$ cat src/rtl/fp_issue_ctrl.sv
// Single-issue FP instruction controller: decodes one R/I-type FP instruction,
// holds it for a per-operation latency, then raises a one-cycle writeback strobe.
module fp_issue_ctrl #(
  parameter int LAT_ADD  = 2,
  parameter int LAT_MUL  = 3,
  parameter int LAT_DIV  = 8,
  parameter int LAT_SQRT = 12
) (
  input  logic        cpu_clk,
  input  logic        rst_n,
  input  logic [31:0] instr,
  input  logic        instr_valid,
  output logic        instr_ready,
  input  logic        flush,
  output logic [4:0]  Rs,
  output logic [4:0]  Rt,
  output logic [4:0]  Rd,
  output logic [15:0] immediate,
  output logic        fp_alu_src,
  output logic        fp_reg_dst,
  output logic [2:0]  fp_alu_ctrl,
  output logic        fp_wb_en,
  output logic        illegal,
  output logic        busy
);

  typedef enum logic [1:0] {S_IDLE, S_EXEC, S_WB, S_ERR} state_t;

  state_t      state_q, state_d;
  logic [3:0]  cnt_q, cnt_d;
  logic        ready_q;
  logic        accept;

  logic        dec_legal;
  logic [4:0]  dec_rs, dec_rt, dec_rd;
  logic [15:0] dec_imm;
  logic        dec_src, dec_dst;
  logic [2:0]  dec_ctrl;
  logic [3:0]  dec_lat;

  always_comb begin
    dec_legal = 1'b0;
    dec_rs    = instr[25:21];
    dec_rt    = instr[20:16];
    dec_rd    = instr[15:11];
    dec_imm   = 16'd0;
    dec_src   = 1'b0;
    dec_dst   = 1'b1;
    dec_ctrl  = 3'b000;
    dec_lat   = 4'(LAT_ADD);
    case (instr[31:26])
      6'b010001: begin
        dec_legal = 1'b1;
        case (instr[5:0])
          6'h00: dec_ctrl = 3'b000;
          6'h01: dec_ctrl = 3'b001;
          6'h02: begin dec_ctrl = 3'b010; dec_lat = 4'(LAT_MUL);  end
          6'h03: begin dec_ctrl = 3'b011; dec_lat = 4'(LAT_DIV);  end
          6'h04: begin dec_ctrl = 3'b100; dec_lat = 4'(LAT_SQRT); end
          6'h20: dec_ctrl = 3'b101;
          6'h24: dec_ctrl = 3'b110;
          default: dec_legal = 1'b0;
        endcase
      end
      6'b111000, 6'b111001: begin
        dec_legal = 1'b1;
        dec_rd    = 5'd0;
        dec_imm   = instr[15:0];
        dec_src   = 1'b1;
        dec_dst   = 1'b0;
        if (instr[26]) begin
          dec_ctrl = 3'b010;
          dec_lat  = 4'(LAT_MUL);
        end
      end
      default: dec_legal = 1'b0;
    endcase
  end

  // flush in IDLE suppresses acceptance for that cycle
  assign accept      = instr_valid & ready_q & ~flush;
  assign instr_ready = ready_q;

  always_ff @(posedge cpu_clk or negedge rst_n) begin
    if (!rst_n) begin
      state_q <= S_IDLE;
      cnt_q   <= 4'd0;
      ready_q <= 1'b0;
    end else begin
      state_q <= state_d;
      cnt_q   <= cnt_d;
      ready_q <= (state_d == S_IDLE);
    end
  end

  always_comb begin
    state_d = state_q;
    cnt_d   = cnt_q;
    case (state_q)
      S_IDLE: if (accept) begin
        if (dec_legal) begin
          state_d = S_EXEC;
          cnt_d   = dec_lat - 4'd1;
        end else begin
          state_d = S_ERR;
        end
      end
      S_EXEC: begin
        if (flush) begin
          state_d = S_IDLE;
          cnt_d   = 4'd0;
        end else if (cnt_q == 4'd0) begin
          state_d = S_WB;
        end else begin
          cnt_d = cnt_q - 4'd1;
        end
      end
      S_WB:    state_d = S_IDLE;
      S_ERR:   state_d = S_IDLE;
      default: state_d = S_IDLE;
    endcase
  end

  always_comb begin
    fp_wb_en = (state_q == S_WB);
    illegal  = (state_q == S_ERR);
    busy     = (state_q == S_EXEC) || (state_q == S_WB);
  end

  // Decoded fields only change on a legal accept; illegal words leave them intact
  always_ff @(posedge cpu_clk or negedge rst_n) begin
    if (!rst_n) begin
      Rs          <= 5'd0;
      Rt          <= 5'd0;
      Rd          <= 5'd0;
      immediate   <= 16'd0;
      fp_alu_src  <= 1'b0;
      fp_reg_dst  <= 1'b0;
      fp_alu_ctrl <= 3'b000;
    end else if (accept && dec_legal) begin
      Rs          <= dec_rs;
      Rt          <= dec_rt;
      Rd          <= dec_rd;
      immediate   <= dec_imm;
      fp_alu_src  <= dec_src;
      fp_reg_dst  <= dec_dst;
      fp_alu_ctrl <= dec_ctrl;
    end
  end

endmodule
$ cat config.mk
export PLATFORM = sky130hd
export DESIGN_NAME = fp_issue_ctrl
export DESIGN_NICKNAME = d
export VERILOG_FILES = /design/src/rtl/fp_issue_ctrl.sv
export SDC_FILE = /design/constraint.sdc
export NUM_CORES = 1
export LEC_CHECK = 0
export BUFFER_PORTS_ARGS = -buffer_cell sky130_fd_sc_hd__buf_2
export CAP_MARGIN = 20
export CORE_ASPECT_RATIO = 1.2
export CORE_MARGIN = 4
export CORE_UTILIZATION = 42
export CTS_BUF_LIST = sky130_fd_sc_hd__clkbuf_2 sky130_fd_sc_hd__clkbuf_4 sky130_fd_sc_hd__clkbuf_8
export CTS_CLUSTER_DIAMETER = 50
export CTS_CLUSTER_SIZE = 8
export DETAILED_ROUTE_END_ITERATION = 8
export GPL_ROUTABILITY_DRIVEN = 1
export GPL_TIMING_DRIVEN = 0
export PLACE_DENSITY = 0.76
export SETUP_SLACK_MARGIN = 0.5
export SLEW_MARGIN = 0
export SYNTH_ARGS = -nofsm -noshare
export SYNTH_HDL_FRONTEND = slang
export SYNTH_SLANG_ARGS = --single-unit
$ cat constraint.sdc
create_clock -name cpu_clk -period 4.76 [get_ports cpu_clk]
set_input_delay 0.714 -clock cpu_clk [delete_from_list [all_inputs] [get_ports cpu_clk]]
set_output_delay 0.714 -clock cpu_clk [all_outputs]
set_load 0.005 [all_outputs]
==> impl_metrics.ini <==
[synthesis]
synth_nets = 215
ys_seq_area_share_pct = 51.1
muxShareOfSynthArea_pct = 8.79
synth.distinct_cells = 42
post-synth-top-area-fraction_pct = 51.1
yosys.area_share.adder_pct = 4.75
synth_top_family_by_area = compound AO/OA/AOI/OAI gates
syn_avg_cell_area_sq_um = 12.3
synth_largest_area_cell = dfrtp_1
yosysWarnings = 0
netlist_instances = 171
ys_async_sr_fraction_pct = 100
synth_common_cells = dfrtp_1 (43), a22o_1 (21), nor2_1 (15)
ys.flop_type = dfrtp_1
synth-edff-count = 0
yosysMostFrequentCell = dfrtp_1
synth-simple-area-share_pct = 13.6
synth_xor_area_share_pct = 0
synth-compound-area-share_pct = 18.8
synth_area_sq_um = 2110
synth-seq-cells = 43
synth_area_leaders = dfrtp_1 (51%), a22o_1 (8.7%), mux2_4 (7.8%), ha_1 (4.8%), nor2_1 (2.7%)

[placed_design]
port_buffers = 75
hpwl_um = 3650
numPlacedInstances = 304
routabilityCongestion = 0.806

[sta]
min_period_ps = 2230
clock.fmax_mhz = 448
hold_viol_final = 0
finClkSkew_ps = 3.86
rsz0062_at_grt = false
maxSlewViolCount = 0
slew-limit-headroom_pct = 38.3
fin_setup_tns_ps = 0
tightest_slew_ps = 925
setup_viol = 0
finalCritPeriodShare_pct = 46.9

[routing]
drtPass1Iterations = 4
first_iter_violations = 93
drc = 0
ant_nets = 0
routed_wl_um = 4750
wl_per_cell_um = 15.2
vias = 1660
viasPerCell = 5.32

[grt]
grt_pass1_wl_um = 7510
grt_max_degree = 44
track_usage_pct = 15.3
antenna_found_initial = 0
grt_pass1_vias = 1596
grt.overflow.total = 0

[floorplan]
chipWidth_um = 72.7
start_util_pct = 44.6
core_sq_um = 4730
ios = 76
dieArea_sq_um = 6220
rows = 27
die_y_um = 85.6

[clock_network]
cts_setup_buffers = 0
clkTransAtPathRegs_ps = 80
cts_tree = done
insertion_delay_ps = 300
cts.htree.levels = 2
clk_path_buf_depth = 2
cts_resized = 0
cts_buffers = 5
clockRootBuffer = clkbuf_8
ctsHoldBuffers = 0
cts_sinks = 43

[setup_path]
crit_slowest_cell = or3_1
required_ps = 5000
crit_start = instr[28]
r2r-end = cnt_q[1]$_DFFE_PN0P_
crit_type = primary input to flip-flop
worstReg2RegStart = state_q[1]$_DFF_PN0_
arrival_ps = 2470
crit_end = cnt_q[2]$_DFFE_PN0P_
worstRegToRegCells = 6
path_max_fanout = 4
max_stage_delay_ps = 370
start_kind = primary input
cp-end-kind = flip-flop
r2r_setup_slack_ps = 3040
crit_chain = buf_2, nor3b_2, and3_1, nand2_1, o21a_1, ha_1, or3_1, a21oi_1, o22a_1

[final_layout]
multi_input_area_sq_um = 968
area_growth_pct = 26.6
n_fill_cell = 433
nets = 297
drive_above_1_share_pct = 42.5
final_util_pct = 56.4
fin_cells = 312
ff_latch_area_sq_um = 1080
antennaDiodeCount = 0

[power]
fin_total_pwr_mw = 1.07
cellPowerDensity_nw_per_um2 = 402
clkPwrFrac_pct = 26.5
seqPwrFrac_pct = 43.9
cellLeakagePower_nw = 1.45
switchingPower_mw = 0.326
intPower_mw = 0.746
swShare_pct = 30.4
p_comb_share_pct = 29.6
ir_drop_mv = 0.218

[job]
maxCapViolations = 0

[outcome]
status = completed

[min_path]
hold_path.class = flip-flop to flip-flop
==> placed cells by master (no fill, tap or decap), types with 3 or more instances in the layout <==
cell,Yosys,final
buf_2,2,77
o21a_1,3,3
ha_1,8,8
o21ai_0,3,3
clkbuf_8,0,5
dfrtp_1,43,43
a22o_1,21,21
nand2_1,8,8
inv_1,5,5
a21oi_1,8,8
buf_6,3,3
nor2_1,15,15
mux2_4,11,11
nand4b_1,3,3
nor3_1,3,3
==> critical path: cells and delay by family <==
| family | cells | cell delay, ps |
|---|---|---|
| buffers and inverters | 1 | 120 |
| AOI/OAI and AO/OA | 3 | 490 |
| adders and majority gates | 1 | 180 |
| and+or+nand+nor | 4 | 950 |
==> power groups by stage <==
stage / Clock (mW) / Combinational, mW / Sequential (mW)
6_report: 0.284 / 0.317 / 0.471
5_1_grt: 0.309 / 0.359 / 0.480
4_1_cts: 0.291 / 0.324 / 0.471
3_5_place_dp: 0 / 0.322 / 0.477
3_3_place_gp: 0 / 0.314 / 0.475
2_1_floorplan: 0 / 0.199 / 0.477
==> per-layer routing <==
layer / wire length [um] / GRT usage (%)
met5: 0 / 0
met4: 65 / 5.70
met3: 386 / 3.52
met2: 2230 / 24.7
met1: 2060 / 19.8
==> sequential cells by signal, summed over array words and instances, names as in the netlist <==
| name | count |
|---|---|
| Rd | 5 |
| Rs | 5 |
| Rt | 5 |
| cnt_q | 4 |
| fp_alu_ctrl | 3 |
| fp_alu_src | 1 |
| fp_reg_dst | 1 |
| immediate | 16 |
| instr_ready | 1 |
| state_q | 2 |
==> worst min-delay path by stage <==
| stage | startpoint | endpoint | slack (ps) | cells past startpoint |
|---|---|---|---|---|
| floorplan | rst_n | Rd[0]$_DFFE_PN0P_ | 420 | 0 |
| global placement | fp_alu_ctrl[2]$_DFFE_PN0P_ | fp_alu_ctrl[2]$_DFFE_PN0P_ | 460 | 2 |
| detailed placement | fp_alu_ctrl[2]$_DFFE_PN0P_ | fp_alu_ctrl[2]$_DFFE_PN0P_ | 470 | 2 |
| CTS | fp_alu_ctrl[2]$_DFFE_PN0P_ | fp_alu_ctrl[2]$_DFFE_PN0P_ | 490 | 2 |
| global route | fp_alu_ctrl[2]$_DFFE_PN0P_ | fp_alu_ctrl[2]$_DFFE_PN0P_ | 510 | 2 |
| finish | fp_alu_ctrl[2]$_DFFE_PN0P_ | fp_alu_ctrl[2]$_DFFE_PN0P_ | 480 | 2 |
==> logic make-up (layout without fill, tap and decap cells) <==
logic type | Yosys count | in the layout
compound gates | 49 | 49
fa+ha+maj | 8 | 8
buf+inv | 10 | 93
flops | 43 | 43
mux | 13 | 13
simple gates | 48 | 48
==> per-stage QoR <==
step	instance area (sq um)	hold slack (ps)	worst slack (ps)
after floorplan	2110	418	2600
final	2670	484	2530
after detailed placement	2550	468	2220
after global routing	2670	511	2420
after CTS	2670	486	2530
after global placement	2550	458	2280
==> layout make-up <==
| type | instances | area share, % |
|---|---|---|
| repair buffers | 75 | 14.1 |
| inverters | 5 | 0.704 |
| plain buffers | 5 | 1.64 |
| clock buffers | 5 | 2.58 |
| flip-flops and latches | 43 | 40.3 |
| clock inverters | 3 | 1.64 |
| well taps | 58 | 2.72 |
| multi-input cells | 118 | 36.3 |
Power figures use the tool's default switching activity.
